<file path="src/rtl/uart_pkg.sv">
// uart_pkg: shared UART constants and receiver FSM state encoding.
`default_nettype none

package uart_pkg;

  localparam int UART_DATA_BITS = 8;
  localparam int BIT_CNT_W      = $clog2(UART_DATA_BITS);
  localparam logic [BIT_CNT_W-1:0] BIT_CNT_LAST = BIT_CNT_W'(UART_DATA_BITS - 1);

  typedef enum logic [2:0] {
    ST_IDLE   = 3'd0,
    ST_START  = 3'd1,
    ST_DATA   = 3'd2,
    ST_PARITY = 3'd3,
    ST_STOP   = 3'd4
  } rx_state_t;

endpackage

`default_nettype wire

</file>
<file path="src/rtl/uart_rx_sync.sv">
// uart_rx_sync: 2-flop synchronizer plus history flop with falling-edge strobe.
`default_nettype none

module uart_rx_sync (
  input  logic clk,
  input  logic rst_n,
  input  logic din,
  output logic dout,
  output logic fall
);

  logic meta;
  logic sync;
  logic hist;

  // Flops reset to the idle-high line level so reset release is not seen as an edge
  always_ff @(posedge clk or negedge rst_n) begin
    if (!rst_n) begin
      meta <= 1'b1;
      sync <= 1'b1;
      hist <= 1'b1;
    end else begin
      meta <= din;
      sync <= meta;
      hist <= sync;
    end
  end

  assign dout = sync;
  assign fall = hist & ~sync;

endmodule

`default_nettype wire

</file>
<file path="src/rtl/uart_rx_frame.sv">
// uart_rx_frame: UART byte receiver with valid/ready holding register.
// Optional parity bit enabled by defining UART_RX_PARITY_EN.
`default_nettype none

module uart_rx_frame
  import uart_pkg::*;
#(
  parameter bit PARITY_ODD = 1'b0
) (
  input  logic                      clk,
  input  logic                      rst_n,
  input  logic                      rx,
  input  logic                      clk_bps,
  output logic                      bps_start,
  output logic [UART_DATA_BITS-1:0] rx_data,
  output logic                      rx_valid,
  input  logic                      rx_ready,
  output logic                      frame_err,
  output logic                      parity_err,
  output logic                      overrun
);

  rx_state_t                 state;
  logic [UART_DATA_BITS-1:0] shift;
  logic [BIT_CNT_W-1:0]      bit_cnt;
  logic                      rx_s;
  logic                      rx_fall;

  uart_rx_sync u_sync (
    .clk   (clk),
    .rst_n (rst_n),
    .din   (rx),
    .dout  (rx_s),
    .fall  (rx_fall)
  );

`ifdef UART_RX_PARITY_EN
  logic par_bit;
  logic par_err_q;
  logic par_ok;

  // Total ones over data plus parity must be odd for odd parity, even otherwise
  assign par_ok     = ((^shift) ^ par_bit) == PARITY_ODD;
  assign parity_err = par_err_q;
`else
  logic unused_cfg;

  assign unused_cfg = PARITY_ODD;
  assign parity_err = 1'b0;
`endif

  always_ff @(posedge clk or negedge rst_n) begin
    if (!rst_n) begin
      state     <= ST_IDLE;
      bps_start <= 1'b0;
      shift     <= '0;
      bit_cnt   <= '0;
      rx_data   <= '0;
      rx_valid  <= 1'b0;
      frame_err <= 1'b0;
      overrun   <= 1'b0;
`ifdef UART_RX_PARITY_EN
      par_bit   <= 1'b0;
      par_err_q <= 1'b0;
`endif
    end else begin
      frame_err <= 1'b0;
      overrun   <= 1'b0;
`ifdef UART_RX_PARITY_EN
      par_err_q <= 1'b0;
`endif
      if (rx_valid && rx_ready)
        rx_valid <= 1'b0;

      case (state)
        ST_IDLE: begin
          if (rx_fall) begin
            state     <= ST_START;
            bps_start <= 1'b1;
          end
        end
        ST_START: begin
          if (clk_bps) begin
            if (!rx_s) begin
              state   <= ST_DATA;
              bit_cnt <= '0;
            end else begin
              // Line back high at mid start bit: a glitch, drop it silently
              state     <= ST_IDLE;
              bps_start <= 1'b0;
            end
          end
        end
        ST_DATA: begin
          if (clk_bps) begin
            shift   <= {rx_s, shift[UART_DATA_BITS-1:1]};
            bit_cnt <= bit_cnt + 1'b1;
            if (bit_cnt == BIT_CNT_LAST) begin
`ifdef UART_RX_PARITY_EN
              state <= ST_PARITY;
`else
              state <= ST_STOP;
`endif
            end
          end
        end
`ifdef UART_RX_PARITY_EN
        ST_PARITY: begin
          if (clk_bps) begin
            par_bit <= rx_s;
            state   <= ST_STOP;
          end
        end
`endif
        ST_STOP: begin
          if (clk_bps) begin
            // Leave at mid stop bit so the next start edge is not missed
            state     <= ST_IDLE;
            bps_start <= 1'b0;
            if (!rx_s)
              frame_err <= 1'b1;
`ifdef UART_RX_PARITY_EN
            else if (!par_ok)
              par_err_q <= 1'b1;
`endif
            else if (rx_valid)
              overrun <= 1'b1;
            else begin
              rx_data  <= shift;
              rx_valid <= 1'b1;
            end
          end
        end
        default: begin
          state     <= ST_IDLE;
          bps_start <= 1'b0;
        end
      endcase
    end
  end

endmodule

`default_nettype wire

</file>
<file path="config.mk">
export PLATFORM = sky130hd
export DESIGN_NAME = uart_rx_frame
export DESIGN_NICKNAME = d
export VERILOG_FILES = /design/src/rtl/uart_pkg.sv /design/src/rtl/uart_rx_sync.sv /design/src/rtl/uart_rx_frame.sv
export SDC_FILE = /design/constraint.sdc
export NUM_CORES = 1
export LEC_CHECK = 0
export ABC_CLOCK_PERIOD_IN_PS = 1400
export BUFFER_PORTS_ARGS = -buffer_cell sky130_fd_sc_hd__clkbuf_2
export CORE_AREA = 2 2 80 59
export CTS_CLUSTER_DIAMETER = 50
export DETAILED_ROUTE_END_ITERATION = 8
export DIE_AREA = 0 0 82 61
export PLACE_DENSITY = 0.55
export SETUP_SLACK_MARGIN = 0.1
export SYNTH_ARGS = -nofsm -noshare
export SYNTH_HDL_FRONTEND = slang
export SYNTH_SLANG_ARGS = --single-unit
</file>
<file path="constraint.sdc">
create_clock -name clk -period 1.4 [get_ports clk]
set_input_delay 0.28 -clock clk [delete_from_list [all_inputs] [get_ports clk]]
set_output_delay 0.28 -clock clk [all_outputs]
set_load 0.01 [all_outputs]
</file>
==> results of run 1 <==
[kinds of logic (layout without fill, tap and decap cells)]
group | Yosys count | after routing
AO/OA/AOI/OAI | 13 | 13
adder cells (fa/ha/maj) | 2 | 2
other | 1 | 1
flip-flops | 29 | 29
multiplexers | 8 | 8
AND/OR/NAND/NOR | 45 | 46
buffers and inverters | 10 | 33
[per-layer routing]
layer  up-vias  global-route usage [%]
li1        413                       -
met4         0                   7.143
met2        23                   16.96
met1       412                   13.82
met5         -                       0
met3         5                   4.762
[report_power, final]
group          total [uW]  internal (uW)  switching [uW]  leakage (uW)
Clock                 652            343             309     0.0000450
Combinational         539            251             288      0.000330
Sequential           1130           1000             133      0.000380
[timing repair]
action                     4_1_cts  5_1_grt
setup endpoints to repair       18       18
pin swaps                        1        0
cloned                           1        0
gates resized for setup          3        3
[worst max-delay path, cell delays in order (launching register included)]
cell and delay, ns:
dfrtp_1 0.39, buf_4 0.16, or4b_4 0.52, nand2_2 0.10
a21oi_1 0.06
[registers in the layout (all words and copies together) (netlist names)]
name,flops
overrun,1
state,3
rx_valid,1
bps_start,1
frame_err,1
rx_data,8
u_sync.dout,1
bit_cnt,3
u_sync.hist,1
shift,8
u_sync.meta,1
[worst paths after layout]
path,from,to,slack [ns]
worst min register to register,u_sync.meta,u_sync.dout,0.36
worst max register to register,state[1],bit_cnt[1],0.05
worst min-delay path,rst_n,bit_cnt[0],0.006
worst max-delay path,state[1],bit_cnt[1],0.05
min in group clk,rx,u_sync.meta,0.08
max in group asynchronous,rst_n,u_sync.hist,1.08
[final cells by class]
type | instances | area (um2) | area share [%]
multi-input cells | 70 | 479.2 | 32.00
flip-flops and latches | 29 | 730.7 | 48.79
clock buffers | 6 | 72.57 | 4.845
inverters | 3 | 11.26 | 0.7519
clock inverters | 2 | 10.01 | 0.6683
well taps | 55 | 68.82 | 4.595
repair buffers | 22 | 125.1 | 8.354
[per-stage QoR]
stage	hold WS, ns	instances	cell area (um2)
finish	0.006003	187	1498
global route	0.03805	187	1498
detailed placement	0.3161	178	1386
global placement	0.3022	178	1386
floorplan	-0.01559	108	1244
CTS	0.01023	187	1489
[placed cells by master (no fill, tap or decap), drive strengths merged, types with 2 or more instances in the layout]
cell type | Yosys | layout
ha | 2 | 2
o22ai | 2 | 2
buf | 6 | 6
dfstp | 3 | 3
clkbuf | 1 | 22
nor2 | 4 | 4
inv | 3 | 3
nand3 | 1 | 2
nand2 | 28 | 28
a21oi | 5 | 5
mux2 | 8 | 8
clkinv | 0 | 2
nor2b | 2 | 2
and4bb | 2 | 2
dfrtp | 26 | 26
nor3b | 2 | 2
==> flow_summary.json, run 1 <==
{
  "status": "completed",
  "grt_use_total_pct": 11.40,
  "synth-edff-count": 0,
  "synth_fp_nets": 115,
  "drv_cap": 0,
  "netlist_area_um2": 1240,
  "fp.dieW_um": 82,
  "fin_ws_ns": 0.05228,
  "p_leak_uw": 0.0007553,
  "core_area_um2": 4204,
  "ios": 18,
  "cts_hold_buf": 0,
  "yosys_warnings": 0,
  "synth_most_common_cell": "nand2_1",
  "required_ns": 1.56,
  "antenna_found_initial": 0,
  "fin_total_pwr_uw": 2325,
  "first_pass_iters": 4,
  "fp.dieH_um": 61,
  "cts_inserted_buffers": 5,
  "cts_tree": "done",
  "cp-end-kind": "flip-flop",
  "post_cts.repair.setup_buffers": 0,
  "cts-root-buf": "clkbuf_8",
  "clkLatencyLatePin_ns": 0.27,
  "yosys.area.top_type": "dfrtp_1",
  "ys_types": 31,
  "setup_violations": 0,
  "drt_wl_total_um": 2363,
  "synth_common_cells": "28 x nand2_1, 26 x dfrtp_1, 8 x mux2_2, 5 x a21oi_1, 4 x nor2_1",
  "gp_congestion": 0.7366,
  "grt_pass1_vias": 841,
  "fillers": 427,
  "peakVddDrop_mv": 0.4542,
  "synth.area.top_cells": "dfrtp_1 52%, nand2_1 8.5%, mux2_2 7.3%",
  "dr_wl_met3_um": 134,
  "portBuffers": 16,
  "dp_slack_ns": 0.03793,
  "start_util_pct": 29.49,
  "path_clk_slew_ns": 0.06,
  "fmax_mhz": 742.0,
  "synthArstFlopShare_pct": 100.0,
  "viasPerCell": 4.561,
  "vias": 853,
  "hold_viol": 0,
  "synthMuxAreaShare_pct": 7.265,
  "reg2reg_depth": 4,
  "hp-class": "in2async",
  "critPathArrivalTime_ns": 1.51,
  "synth.avg_cell_area_um2": 11.48,
  "ys_seq_elements": 29,
  "htree_levels": 2,
  "final.setup.tns_ns": 0,
  "synth-compound-area-share_pct": 6.761,
  "remaining_drc_errors": 0,
  "drt_iter0_drc": 37,
  "crit_path_start_kind": "flip-flop",
  "crit_fanout": 7,
  "grt_max_degree": 30,
  "slew_viol_final": 0,
  "antenna_cells": 0,
  "synth-simple-area-share_pct": 20.08,
  "synth_top_family_by_area": "simple AND/OR/NAND/NOR gates",
  "wl_met2_um": 1086,
  "post_drt_wl_per_cell_um": 12.64,
  "yosysTopAreaCellShare_pct": 52.47,
  "clock_path_buffers": 2,
  "nNetsFinal": 138,
  "syn2layout_area_growth_pct": 20.79,
  "wl_met1_um": 1106,
  "yosysSeqAreaShare_pct": 58.83,
  "grt_overflow": 0,
  "netlist_instances": 108,
  "skew_ns": 0.002597,
  "die_area_um2": 5002,
  "grt_pass1_wl_um": 3995,
  "rows": 20,
  "path_class": "reg2reg",
  "synth_ff_type": "dfrtp_1",
  "synth_xor_area_share_pct": 0,
  "cts.sinks": 29,
  "layout_min_cycle_time_ns": 1.348,
  "hpwl_um": 1571,
  "finish.utilization_pct": 35.63,
  "routed.top_layer": "met4",
  "post_route_cells_drive_above_1_share_pct": 40.15,
  "cellPowerDensity_nw_per_um2": 1553,
  "rsz0062_at_grt": "yes",
  "period_share_pct": 96.27,
  "ant_nets": 0,
  "synth_adder_area_share_pct": 2.018
}
Note: power is estimated with default switching activity, not from simulation.
==> run 2: changes to the inputs <==
--- a/config.mk
+++ b/config.mk
@@ -7,11 +7,11 @@
 export LEC_CHECK = 0
 export ABC_CLOCK_PERIOD_IN_PS = 1400
 export BUFFER_PORTS_ARGS = -buffer_cell sky130_fd_sc_hd__clkbuf_2
-export CORE_AREA = 2 2 80 59
+export CORE_AREA = 2 2 69 52
 export CTS_CLUSTER_DIAMETER = 50
 export DETAILED_ROUTE_END_ITERATION = 8
-export DIE_AREA = 0 0 82 61
-export PLACE_DENSITY = 0.55
+export DIE_AREA = 0 0 71 54
+export PLACE_DENSITY = 0.68
 export SETUP_SLACK_MARGIN = 0.1
 export SYNTH_ARGS = -nofsm -noshare
 export SYNTH_HDL_FRONTEND = slang
==> run 2 against run 1 <==
The run now ends with negative hold slack left. Die area fell by 23%. Cell count fell by 5.9%. Worst setup slack improved by 0.046 ns. Power rose by 6.0%. Cell area rose by 3.0%. Clock power rose by 15%. Critical endpoint is now rx_data[1]. Largest cell class unchanged. Highest routed layer unchanged.
==> flow_summary.json, run 2 (same netlist as run 1, synthesis figures left out) <==
{
  "status": "finished, violations left",
  "violations": "negative hold slack",
  "start_util_pct": 37.97,
  "antenna_found_initial": 0,
  "p_leak_uw": 0.0007847,
  "skew_ns": 0.005739,
  "fin_cells": 176,
  "hpwl_um": 1482,
  "grt_use_total_pct": 13.81,
  "ant_nets": 0,
  "fin_hold_ws_ns": -0.006824,
  "fmax_mhz": 768.5,
  "syn2layout_area_growth_pct": 24.42,
  "r2r_slack_ns": 0.1,
  "drt_iter0_drc": 25,
  "required_ns": 1.56,
  "timing.rr.start": "state[0]",
  "slew_viol_final": 0,
  "clock_path_buffers": 2,
  "remaining_drc_errors": 0,
  "drt_wl_total_um": 2275,
  "multi_input_area_um2": 493.0,
  "fillers": 300,
  "htree_levels": 2,
  "period_share_pct": 92.95,
  "peakVddDrop_mv": 0.7140,
  "vias": 876,
  "cts_inserted_buffers": 5,
  "setup_violations": 0,
  "post_drt_wl_per_cell_um": 12.93,
  "grt_pass1_vias": 841,
  "final.setup.tns_ns": 0,
  "drv_cap": 0,
  "dr_wl_met3_um": 103,
  "die_area_um2": 3834,
  "path_class": "reg2reg",
  "first_pass_iters": 3,
  "cellPowerDensity_nw_per_um2": 1598,
  "portBuffers": 16,
  "rsz0062_at_grt": "yes",
  "routed.top_layer": "met4",
  "r2r-end": "rx_data[1]",
  "crit_path_start_kind": "flip-flop",
  "path_clk_slew_ns": 0.06,
  "cts-root-buf": "clkbuf_8",
  "fin_total_pwr_uw": 2465,
  "fp.dieW_um": 71,
  "clkLatencyLatePin_ns": 0.28,
  "viasPerCell": 4.977,
  "gp_congestion": 0.7546,
  "antenna_cells": 0,
  "final_cell_mix": "25 x nand2_1, 25 x dfrtp_1, 16 x clkbuf_2, 8 x mux2_2, 8 x buf_4",
  "crit_fanout": 5,
  "wl_met2_um": 990,
  "dp_cells": 162,
  "nNetsFinal": 142,
  "hp-class": "in2async",
  "core_area_um2": 3266,
  "ios": 18,
  "layout_min_cycle_time_ns": 1.301,
  "grt_pass1_wl_um": 3912,
  "dp_slack_ns": 0.05937,
  "cts.sinks": 29,
  "post_route_cells_drive_above_1_share_pct": 43.38,
  "cts_hold_buf": 0,
  "seq_area_um2": 730.7,
  "hold_viol": 12,
  "rows": 18,
  "wl_met1_um": 1119,
  "cp-end-kind": "flip-flop",
  "fp.dieH_um": 54,
  "fin_ws_ns": 0.09870,
  "critPathArrivalTime_ns": 1.46,
  "grt_max_degree": 30,
  "top_regs": "rx_data x8, shift x8",
  "reg2reg_depth": 3,
  "cts_tree": "done",
  "grt_overflow": 0
}
-- run 2: stage by stage --
stage | utilization (%) | hold slack, ns | area (um2)
3_3_place_gp | 41.65 | 0.3005 | 1360
2_1_floorplan | - | -0.01559 | 1244
6_report | 47.24 | -0.006824 | 1543
3_5_place_dp | 41.65 | 0.3056 | 1360
5_1_grt | 47.24 | 0.02732 | 1543
4_1_cts | 45.29 | 0.004324 | 1479
-- run 2: layout make-up --
class                   instances  area share [%]
clock buffers                   7           6.245
flip-flops and latches         29           47.36
repair buffers                 26           10.14
inverters                       3          0.7299
well taps                      40           3.244
clock inverters                 1          0.3244
multi-input cells              70           31.95
-- run 2: critical path: stages, from the launching register on --
cell,delay [ns]
dfrtp_1,0.38
and4bb_4,0.39
nand3_4,0.12
mux2_2,0.30
-- run 2: repair_timing --
item / 4_1_cts / 5_1_grt
setup endpoints to repair: 12 / 13
gates resized for setup: 3 / 7
cloned: 1 / 0
endpoints found under the hold margin: 0 / 0
pin swaps: 3 / 2
buffers inserted: 0 / 5
-- run 2: worst max path at each step --
stage,from,cells past startpoint,slack (ns),end
finish,state[0],3,0.1,rx_data[1]
global route,state[0],3,0.06,rx_data[1]
CTS,state[0],3,0.09,rx_data[6]
detailed placement,state[2],3,0.06,rx_data[1]
global placement,state[1],4,0.11,bps_start
floorplan,u_sync.dout,4,0.10,bit_cnt[1]
-- run 2: layer usage --
| metal | vias to the layer above | GRT usage (%) |
|---|---|---|
| met5 | - | 0 |
| met4 | 0 | 9.434 |
| met3 | 7 | 4.120 |
| met2 | 23 | 21.34 |
| met1 | 425 | 17.00 |
| li1 | 421 | - |
-- run 2: power breakdown --
group          total [uW]  switching (uW)  internal, uW  leakage, uW
combinational         598             318           280     0.000350
clock                 751             307           443    0.0000542
sequential           1120             116          1000     0.000380
==> run 3: changes to the inputs <==
--- a/config.mk
+++ b/config.mk
@@ -5,12 +5,13 @@
 export SDC_FILE = /design/constraint.sdc
 export NUM_CORES = 1
 export LEC_CHECK = 0
+export ABC_AREA = 1
 export ABC_CLOCK_PERIOD_IN_PS = 1400
 export BUFFER_PORTS_ARGS = -buffer_cell sky130_fd_sc_hd__clkbuf_2
-export CORE_AREA = 2 2 69 52
+export CORE_AREA = 2 2 70 52
 export CTS_CLUSTER_DIAMETER = 50
 export DETAILED_ROUTE_END_ITERATION = 8
-export DIE_AREA = 0 0 71 54
+export DIE_AREA = 0 0 72 54
 export PLACE_DENSITY = 0.68
 export SETUP_SLACK_MARGIN = 0.1
 export SYNTH_ARGS = -nofsm -noshare
==> run 3 against run 2 <==
The run still ends with negative hold slack left. Synthesized area is 2.7% higher. Utilization is 1.9 points higher. Sequential power is 16% higher. Critical path depth is 4 higher. Worst setup slack hardly changed. Highest routed layer unchanged.
==> flow_summary.json, run 3 <==
{
  "status": "finished, violations left",
  "violations": "negative hold slack",
  "drt_iter0_drc": 53,
  "synth_fp_nets": 136,
  "post_drt_wl_per_cell_um": 11.99,
  "cp-startpoint": "state[0]",
  "reg2reg_depth": 7,
  "ys_seq_elements": 29,
  "rows": 18,
  "clkLatencyLatePin_ns": 0.28,
  "synth.area.top_cells": "dfrtp_1 51%, nand2_1 14%, o21ai_2 7.6%",
  "ios": 18,
  "yosys_warnings": 0,
  "grt_pass1_wl_um": 4112,
  "final_common_cell": "nand2_1",
  "required_ns": 1.59,
  "synthArstFlopShare_pct": 100.0,
  "critPathArrivalTime_ns": 1.49,
  "netlist_area_um2": 1274,
  "die_area_um2": 3888,
  "timing.rr.start": "state[0]",
  "synth-edff-count": 0,
  "synth_ff_type": "dfrtp_1",
  "fin_total_pwr_uw": 3012,
  "crit_path_start_kind": "flip-flop",
  "top_regs": "rx_data x8, shift x8",
  "hpwl_um": 1701,
  "path_class": "reg2reg",
  "gp_congestion": 0.9397,
  "final_cell_mix": "45 x nand2_1, 23 x dfrtp_1, 16 x clkbuf_2, 13 x buf_4, 11 x o21ai_2",
  "synth.avg_cell_area_um2": 9.874,
  "grt_overflow": 0,
  "multi_input_area_um2": 508.0,
  "netlist_instances": 129,
  "wl_met1_um": 1159,
  "first_pass_iters": 4,
  "grt_max_degree": 30,
  "cp-end-kind": "flip-flop",
  "syn2layout_area_growth_pct": 27.70,
  "critPathSlowestCell": "dfrtp_2",
  "layout_min_cycle_time_ns": 1.301,
  "core_area_um2": 3311,
  "grt_use_total_pct": 14.83,
  "cts_inserted_buffers": 5,
  "seq_area_um2": 733.2,
  "grt_pass1_vias": 915,
  "drt_wl_total_um": 2457,
  "fin_hold_ws_ns": -0.002388,
  "cp-endpoint": "shift[1]",
  "synth_most_common_cell": "nand2_1",
  "crit_chain": "buf_6 > nor2_4 > nand2_4 > nor2_8 > buf_4 > nand2_1 > o21ai_0",
  "r2r-end": "shift[1]",
  "vias": 943,
  "ys_types": 22,
  "period_share_pct": 92.95,
  "crit_fanout": 4,
  "ant_nets": 0,
  "cpPeakStageDelay_ns": 0.43,
  "setup_violations": 0,
  "yosys.area.top_type": "dfrtp_1",
  "yosysTopAreaCellShare_pct": 51.08,
  "synth_common_cells": "47 x nand2_1, 26 x dfrtp_1, 11 x o21ai_2, 9 x nand3_1, 8 x inv_1",
  "skew_ns": 0.005721,
  "hp-class": "in2async",
  "final.setup.tns_ns": 0,
  "remaining_drc_errors": 0,
  "clock_path_buffers": 2,
  "start_util_pct": 38.47,
  "path_clk_slew_ns": 0.06,
  "hold_viol": 5,
  "slew_viol_final": 0,
  "r2r_slack_ns": 0.1,
  "place_area_um2": 1400,
  "nNetsFinal": 171,
  "portBuffers": 16,
  "fillers": 321,
  "p_leak_uw": 0.0008819,
  "wl_met2_um": 1109,
  "antenna_cells": 0,
  "viasPerCell": 4.600,
  "routed.top_layer": "met4",
  "cts.sinks": 29,
  "antenna_found_initial": 0,
  "fp.dieW_um": 72,
  "cts_tree": "done",
  "peakVddDrop_mv": 0.8066,
  "drv_cap": 0,
  "cpLargestDelayFamily": "flip-flops",
  "rsz0062_at_grt": "yes",
  "htree_levels": 2,
  "cp.buffers_inverters": 2,
  "fmax_mhz": 768.5,
  "fp.dieH_um": 54,
  "dr_wl_met3_um": 164,
  "cts-root-buf": "clkbuf_8",
  "stdcell_area_um2": 1627,
  "post_route_cells_drive_above_1_share_pct": 43.03,
  "path_depth": 7,
  "yosysSeqAreaShare_pct": 57.27,
  "cellPowerDensity_nw_per_um2": 1852
}
[run 3: changes by cell type after synthesis, moves of 5 or more]
cell and delta:
mux2_2 -8, inv_1 +5, o21ai_2 +11, a21oi_1 -5, nand2_1 +19, nand3_1 +9
[run 3: through the flow]
stage / instances / util [%] / setup slack, ns
2_1_floorplan: 129 / - / 0.2013
3_3_place_gp: 186 / 42.29 / 0.06873
3_5_place_dp: 186 / 42.29 / 0.02257
4_1_cts: 202 / 47.54 / 0.1105
5_1_grt: 205 / 49.13 / 0.04311
6_report: 205 / 49.13 / 0.09873
[run 3: cell families (layout without fill, tap and decap cells)]
| family | after synthesis | in the layout | share of synthesized area (%) |
|---|---|---|---|
| adder cells (fa/ha/maj) | 2 | 2 | 1.964 |
| buffers and inverters | 13 | 49 | 6.091 |
| flip-flops | 29 | 29 | 57.27 |
| AO/OA/AOI/OAI | 13 | 13 | 8.350 |
| AND/OR/NAND/NOR | 70 | 70 | 25.25 |
| multiplexers | 1 | 1 | 0.7859 |
| other | 1 | 1 | 0.2944 |
[run 3: worst min path at each step]
stage,to,slack [ns],cells past startpoint
finish,rx_data[1],-0.002,2
global route,rx_data[1],0.01,2
CTS,rx_valid,0.004,2
detailed placement,rx_valid,0.31,2
global placement,rx_valid,0.30,2
floorplan,bit_cnt[0],-0.02,0
[run 3: area by class of cell]
cell class | count | share of cell area, %
well taps | 40 | 3.077
repair buffers | 32 | 13.00
multi-input cells | 87 | 31.23
clock inverters | 2 | 0.6154
inverters | 9 | 2.538
flip-flops and latches | 29 | 45.08
clock buffers | 6 | 4.462
[run 3: layer usage]
layer  up-vias  GRT usage, %
met5         -             0
met4         0         5.975
met3         4         6.929
met2        26         23.92
met1       436         17.43
li1        477             -
[run 3: timing repair]
item	CTS	global route
hold buffers	0	0
gates resized for setup	8	13
cloned	0	0
setup buffers	8	3
pin swaps	5	13
setup endpoints to repair	17	23
[run 3: where the power goes]
group          leakage [uW]  switching (uW)  internal (uW)  total [uW]
registers          0.000373             209           1090        1300
clock network     0.0000450             302            343         645
logic              0.000463             582            489        1070
total              0.000882            1090           1920        3010
